===== config.mk =====
export PLATFORM = sky130hd
export DESIGN_NAME = mac_seq_ctrl
export DESIGN_NICKNAME = d
export VERILOG_FILES = /design/src/rtl/mac_seq_ctrl.sv
export SDC_FILE = /design/constraint.sdc
export NUM_CORES = 1
export LEC_CHECK = 0
export BUFFER_PORTS_ARGS = -buffer_cell sky130_fd_sc_hd__buf_4
export CELL_PAD_IN_SITES_DETAIL_PLACEMENT = 0
export CELL_PAD_IN_SITES_GLOBAL_PLACEMENT = 1
export CORE_MARGIN = 2
export CORE_UTILIZATION = 36
export CTS_CLUSTER_SIZE = 8
export DETAILED_ROUTE_END_ITERATION = 8
export GPL_TIMING_DRIVEN = 0
export MAX_ROUTING_LAYER = met4
export PLACE_DENSITY = 0.81
export SETUP_SLACK_MARGIN = 0.02
export SLEW_MARGIN = 20
export SYNTH_ARGS = -nofsm -noshare
export SYNTH_HDL_FRONTEND = slang
export SYNTH_SLANG_ARGS = --single-unit

===== constraint.sdc =====
create_clock -name ap_clk -period 2.3 [get_ports ap_clk]
set_input_delay 0.115 -clock ap_clk [delete_from_list [all_inputs] [get_ports ap_clk]]
set_output_delay 0.115 -clock ap_clk [all_outputs]
set_load 0.05 [all_outputs]

===== src/rtl/mac_seq_ctrl.sv =====
// mac_seq_ctrl: clears the MAC, streams len operand pairs into it, waits out its latency and returns the dot product on an ap_done/ap_continue handshake; defining MAC_SEQ_TIMEOUT_EN adds a stall timeout and the err port
module mac_seq_ctrl #(
  parameter int DATA_W = 8,
  parameter int ACC_W = 21,
  parameter int LEN_W = 12,
  parameter int MAC_LAT = 2
`ifdef MAC_SEQ_TIMEOUT_EN
  ,
  parameter int TMO_CYC = 1024
`endif
) (
  input  logic              ap_clk,
  input  logic              ap_rst,
  input  logic              ap_start,
  input  logic              ap_continue,
  input  logic [LEN_W-1:0]  len,
  output logic              ap_idle,
  output logic              ap_ready,
  output logic              ap_done,
  input  logic [DATA_W-1:0] a_data,
  input  logic              a_valid,
  output logic              a_ready,
  input  logic [DATA_W-1:0] b_data,
  input  logic              b_valid,
  output logic              b_ready,
  output logic              mac_ce,
  output logic              mac_clr,
  output logic [DATA_W-1:0] mac_a,
  output logic [DATA_W-1:0] mac_b,
  input  logic [ACC_W-1:0]  mac_acc,
  output logic [ACC_W-1:0]  rst,
  output logic              rst_ap_vld
`ifdef MAC_SEQ_TIMEOUT_EN
  ,
  output logic              err
`endif
);
  localparam logic [2:0] S_IDLE = 3'd0, S_CLEAR = 3'd1, S_STREAM = 3'd2, S_DRAIN = 3'd3, S_DONE = 3'd4;
  // drain counts 0..MAC_LAT so the capture cycle sees the last product already summed
  localparam int DW = MAC_LAT > 0 ? $clog2(MAC_LAT + 1) : 1;
`ifdef MAC_SEQ_TIMEOUT_EN
  localparam int TW = TMO_CYC > 1 ? $clog2(TMO_CYC) : 1;
  logic [TW-1:0] scnt;
`endif
  logic [2:0] state;
  logic [LEN_W-1:0] len_q, cnt;
  logic [DW-1:0] dcnt;
  logic fire;
  assign fire = state == S_STREAM && a_valid && b_valid;
  assign a_ready = state == S_STREAM && b_valid;
  assign b_ready = state == S_STREAM && a_valid;
  assign ap_idle = state == S_IDLE;
  assign ap_done = state == S_DONE;
  assign rst_ap_vld = ap_done;
  assign mac_clr = state == S_CLEAR;
  assign mac_ce = state == S_CLEAR || state == S_STREAM || state == S_DRAIN;
  // sequencer: operand registers feed zeros on every cycle without a joint handshake
  always_ff @(posedge ap_clk) begin
    if (ap_rst) begin
      state <= S_IDLE;
      len_q <= '0;
      cnt <= '0;
      dcnt <= '0;
      mac_a <= '0;
      mac_b <= '0;
      rst <= '0;
      ap_ready <= 1'b0;
`ifdef MAC_SEQ_TIMEOUT_EN
      scnt <= '0;
      err <= 1'b0;
`endif
    end else begin
      ap_ready <= 1'b0;
      mac_a <= fire ? a_data : '0;
      mac_b <= fire ? b_data : '0;
      case (state)
        S_IDLE: if (ap_start) begin
          len_q <= len;
          cnt <= '0;
`ifdef MAC_SEQ_TIMEOUT_EN
          scnt <= '0;
          err <= 1'b0;
`endif
          if (len == '0) begin
            rst <= '0;
            ap_ready <= 1'b1;
            state <= S_DONE;
          end else state <= S_CLEAR;
        end
        S_CLEAR: state <= S_STREAM;
        S_STREAM: if (fire) begin
          cnt <= cnt + 1'b1;
          dcnt <= '0;
`ifdef MAC_SEQ_TIMEOUT_EN
          scnt <= '0;
`endif
          if (cnt == len_q - 1'b1) state <= S_DRAIN;
        end
`ifdef MAC_SEQ_TIMEOUT_EN
        else if (scnt == TW'(TMO_CYC - 1)) begin
          err <= 1'b1;
          rst <= mac_acc;
          ap_ready <= 1'b1;
          state <= S_DONE;
        end else scnt <= scnt + 1'b1;
`endif
        S_DRAIN: if (dcnt == DW'(MAC_LAT)) begin
          rst <= mac_acc;
          ap_ready <= 1'b1;
          state <= S_DONE;
        end else dcnt <= dcnt + 1'b1;
        S_DONE: if (ap_continue) state <= S_IDLE;
        default: state <= S_IDLE;
      endcase
    end
  end
endmodule


==> Word level (Yosys, flattened, before mapping) <==
Cells that the tools add are included.
W data, S select, Z words.
{ "word_totals": {"register_bits": 67, "inputBits": 55, "out_inout_bits": 45, "elab_cells": 62} }
{ "classes": {"addsub": 3, "n_eq_ne": 13, "mux": 21, "bitwise_logic": 1, "n_reduce_logical": 16} }
{ "ops": {"columns": ["cell", "n"], "rows": [
  ["$mux W21", 3],
  ["$pmux W21 S2", 1],
  ["$mux W12", 2],
  ["$pmux W12 S2", 1],
  ["$mux W3", 6],
  ["$pmux W3 S5", 1],
  ["$add A12 B1 Y12 const B", 1],
  ["$eq A12 B12 Y1", 1],
  ["$logic_not A12 Y1", 1],
  ["$sub A12 B1 Y12 const B", 1],
  ["$ne A2 B2 Y1 const B", 4],
  ["$eq A3 B2 Y1 const B", 2],
  ["$ne A2 B1 Y1 const B", 3],
  ["$reduce_and A3 Y1", 2],
  ["$reduce_bool A2 Y1", 3],
  ["$reduce_and A5 Y1", 1],
  ["$mux W2", 2],
  ["$pmux W2 S2", 1],
  ["$reduce_and A4 Y1", 1],
  ["$eq A3 B1 Y1 const B", 1],
  ["$eq A3 B3 Y1 const B", 1],
  ["$logic_and A1 B1 Y1", 3],
  ["$logic_not A3 Y1", 1],
  ["$mux W1", 3],
  ["other kinds (7)", 8]
]} }

==> Logic depth before layout (Yosys ltp) <==
{ "depth": {"word_depth": 5, "depth_mapped": 7, "ltp_nobuf": 7} }

==> Least setup slack after synthesis <==
OpenSTA, ideal clock, no wires.
{ "synth_timing": {"path_type": "flip-flop to flip-flop", "start": "reg state[2]", "end": "reg cnt[10]", "setup_ns": 0.128, "arrival_time_ns": 2.383, "required_time_ns": 2.172, "path_slack_ns": -0.210, "path_stages_with_launch": 7, "n_path_buf": 2, "period_less_slack_ns": 2.510, "cell_sequence": "dfxtp_1 -> clkbuf_1 -> nor3_1 -> nand2_1 -> nand2b_1 -> clkbuf_1 -> nor2_1"} }
{ "synth_between": {"word_cells_on_any_way": 9, "cone_classes": "eq/ne (3); mux (1); reduce/logical (5)"} }
{ "synth_lines": {"columns": ["element", "line", "rtl"], "rows": [
  ["start: declaration", "45", "logic [2:0] state;"],
  ["start signal: assignment", "60", "state <= S_IDLE;"],
  ["start signal: assignment", "87", "state <= S_DONE;"],
  ["start signal: assignment", "88", "end else state <= S_CLEAR;"],
  ["$logic_not A3 Y1 (*)", null, null],
  ["named net ap_idle", "17", "output logic ap_idle,"],
  ["$ne A2 B2 Y1 (no line) / $reduce_bool A2 Y1 (equally long branches)", null, null],
  ["$reduce_and A3 Y1 (no line)", null, null],
  ["end signal: assignment", "92", "cnt <= cnt + 1'b1;"],
  ["end: declaration", "46", "logic [LEN_W-1:0] len_q, cnt;"]
]} }
The timed path passes the listed nets; every way through them passes the cells marked *.
A chain may end at the register's enable or synchronous reset.

==> Final worst setup path <==
{ "layout_timing": {"start": "reg state[0]", "end": "reg cnt[11]"} }
{ "layout_between": {"elab_chain_len": 5, "word_cells_on_any_way": 9, "cone_classes": "eq/ne (3); mux (1); reduce/logical (5)"} }
{ "layout_lines": {"columns": ["element", "line", "rtl"], "rows": [
  ["$eq A3 B2 Y1", "49, 76", null],
  ["$logic_and A1 B1 Y1 (2 in a row)", "49", "assign fire = state == S_STREAM && a_valid && b_valid;"],
  ["$ne A2 B2 Y1 (no line)", null, null],
  ["$reduce_and A3 Y1 (no line)", null, null]
]} }
Several ways; a longest one is shown, not always the timed one.

==> flow_summary.json <==
{
  "syn_area_sq_um": 2828,
  "htree_levels": 3,
  "rr_worst_depth": 6,
  "placed_area_sq_um": 3704,
  "synth_top_area_share_pct": 47.43,
  "cp_cell_sequence": "or2_2 > clkbuf_1 > a2111oi_1 > nand4_1 > xor2_1 > nor2_1",
  "reg2reg_to": "cnt[11]",
  "drtPass1Iterations": 4,
  "via_count": 2727,
  "netlist_instances": 323,
  "grt_pass1_vias": 2699,
  "routed_wl_microns": 7690,
  "period_minus_slack_ps": 2031,
  "yosys.area.top_type": "dfxtp_1",
  "hold_class": "in -> reg",
  "rsz0062_at_grt": "false",
  "grt_remaining_overflow": 0,
  "power_mw": 2.994,
  "post-cts-setup-buffers": 0,
  "antenna_left": 0,
  "io_pins": 100,
  "min_to": "rst[7]",
  "drc": 0,
  "synth_fp_nets": 381,
  "diodes": 0,
  "drive_above_1_share_pct": 27.75,
  "fin_crit_sh_pct": 88.32,
  "placementRows": 32,
  "syn_avg_cell_area_sq_um": 8.755,
  "setup_viol": 0,
  "clock_latency_ps": 340,
  "drt_first_iter_violations": 116,
  "yosys_warnings": 0,
  "hold_depth": 3,
  "worstPathMaxFanout": 6,
  "viasPerCell": 4.905,
  "die_area_sq_um": 8579,
  "gr-usage-met1_pct": 24.30,
  "cellLeakagePower_nw": 1.687,
  "ys_seq_area_share_pct": 47.43,
  "fillCellCount": 756,
  "required_ps": 2510,
  "dpl.hpwl_microns": 5676,
  "clk_pin_slew_worst_paths_ps": 80,
  "p_per_area_nw_per_um2": 729.8,
  "r2r-start": "state[0]",
  "cts_made_buffers": 9,
  "async_flop_share_pct": 0,
  "worst_pin_slew_ps": 796.6,
  "finalClockSkew_ps": 4.583,
  "cts_tree": "built",
  "io_buffers": 99,
  "synth_edf_count": 0,
  "fin_area_sq_um": 4103,
  "fin_tns_setup_ps": 0,
  "antenna_found_initial": 0,
  "synth_area_leaders": "dfxtp_1, nor2_1, a22oi_1",
  "clockBufferDepth": 2,
  "grt_first_pass_wirelength_microns": 12890,
  "r2r_slack_ps": 270,
  "max_stage_delay_ps": 670,
  "grt_busiest_layer": "met2",
  "cts_root_buf": "clkbuf_8",
  "grtUsageTotal_pct": 19.51,
  "cp-end-kind": "flip-flop",
  "cp-start-kind": "flip-flop",
  "synth_cell_types": 46,
  "hold_violations": 0,
  "synth_seq_cells": 67,
  "fin_nets": 507,
  "start_util_pct": 36.78,
  "syn_to_final_growth_pct": 45.09,
  "critical_path_arrival_ps": 2240,
  "grt_max_degree": 13,
  "met2_usage_pct": 31.27,
  "min_from": "mac_acc[7]",
  "wl_per_cell_microns": 13.83,
  "crit_type": "reg -> reg",
  "dieHeight_microns": 92.63,
  "gp_congestion": 0.8139,
  "slowest_stage": "a2111oi_1",
  "ir_drop_mv": 0.4534,
  "outcome": "complete, no violations",
  "grtUsageMet3_pct": 2.848,
  "die_x_microns": 92.63,
  "synth-main-ff-cell": "dfxtp_1",
  "drv_cap": 0,
  "fmax_mhz": 492.3,
  "max-slew-margin-rel_pct": 46.76,
  "core_sq_um": 7687,
  "drv_slew": 0,
  "cts.sinks": 67
}
-- layout by cell type (no fill, tap or decap), types with 2 or more instances in the layout --
cell type	instances
clkinvlp_4	2
a22oi_1	21
and2_1	18
buf_4	100
dlygate4sd3_1	16
a21o_1	2
nand2_1	36
xnor2_1	16
xor2_1	9
clkbuf_8	10
a21oi_1	20
and3_1	5
clkbuf_1	14
o31ai_1	2
or2_2	2
nor2_1	44
nand2b_1	3
nor3b_1	2
nor3_1	3
o21ai_0	2
nand3_1	7
or4_1	2
nand4_1	6
nor4_1	5
and4_1	2
ha_1	3
dfxtp_1	67
bufinv_16	2
inv_1	6
-- flip-flops by register name (all words and copies together), names as in the netlist --
register / flops
rst: 21
cnt: 12
len_q: 12
mac_a: 8
mac_b: 8
state: 3
dcnt: 2
ap_ready: 1
-- worst max-delay path: cells and delay by family (launching register included) --
family	cells	cell delay, ps
flops	1	350
xor+xnor	1	170
compound gates	1	670
buf+inv	1	170
simple gates	3	560
-- cell usage after synthesis, drive strengths merged (3+ instances only) --
cell / instances
a21oi: 20
nor4: 6
nand4: 6
nor3: 4
or4: 3
inv: 6
o31ai: 3
and2: 18
nand2b: 3
dfxtp: 67
a22oi: 21
and3: 5
xor2: 9
xnor2: 16
nand2: 36
nor2: 44
ha: 3
o21ai: 3
nand3: 7
clkbuf: 15
-- routing by layer --
| layer | share of wire [%] | vias to the layer above | wire (microns) |
|---|---|---|---|
| met5 | 0 | - | 0 |
| met4 | 2.1 | 0 | 160 |
| met3 | 4.1 | 16 | 318 |
| met2 | 48 | 72 | 3708 |
| met1 | 46 | 1261 | 3502 |
| li1 | - | 1378 | - |
-- timing repair --
| action | in CTS | in global routing |
|---|---|---|
| resized for setup | 0 | 4 |
| endpoints found under the hold margin | 16 | 0 |
| hold buffers | 16 | 0 |
| setup endpoints to repair | 0 | 12 |
-- worst max-delay path by stage --
stage               cells past startpoint        to  startpoint  slack, ps
finish                                  6   cnt[11]    state[0]        270
global route                            7    rst[2]    state[1]         90
CTS                                     5  mac_a[2]    state[0]        150
detailed placement                      5  mac_a[2]    state[0]        170
global placement                        6  state[0]    state[2]        160
floorplan                               6   cnt[10]    state[2]        320
-- stage by stage --
step | hold slack (ps) | instances | util [%] | setup WS, ps
after floorplan | 236.7 | 323 | - | 321.9
after global placement | 315.3 | 524 | 48.18 | 158.5
after detailed placement | 320.9 | 524 | 48.18 | 173.9
after CTS | 8.705 | 556 | 53.21 | 154.2
after global routing | 17.73 | 556 | 53.37 | 89.92
final | 20.59 | 556 | 53.37 | 268.7
-- power by group --
part           total, mW  switching, mW  internal, mW
clock               1.09          0.455         0.639
combinational      0.647          0.370         0.277
sequential          1.25         0.0508          1.20
total               2.99          0.876          2.12
-- cell families (layout without fill, tap and decap cells) --
group | Yosys count | in the layout | share of synthesized area, %
xor gates and xnor gates | 25 | 25 | 7.743
buffers and inverters | 23 | 154 | 3.230
adders and majority gates | 3 | 3 | 1.328
muxes | 2 | 2 | 0.7522
and+or+nand+nor | 142 | 142 | 24.73
AOI/OAI and AO/OA | 61 | 61 | 14.78
DFF | 67 | 67 | 47.43
-- area by class of cell --
class	instances	area [sq um]	share of cell area [%]
repair buffers	115	903.4	22.02
inverters	6	22.52	0.5489
plain buffers	17	70.07	1.708
clock inverters	6	88.84	2.165
flip-flops and latches	67	1341	32.69
well taps	102	127.6	3.111
multi-input cells	233	1411	34.40
clock buffers	10	137.6	3.355
Note: power is estimated with default switching activity, not from simulation.
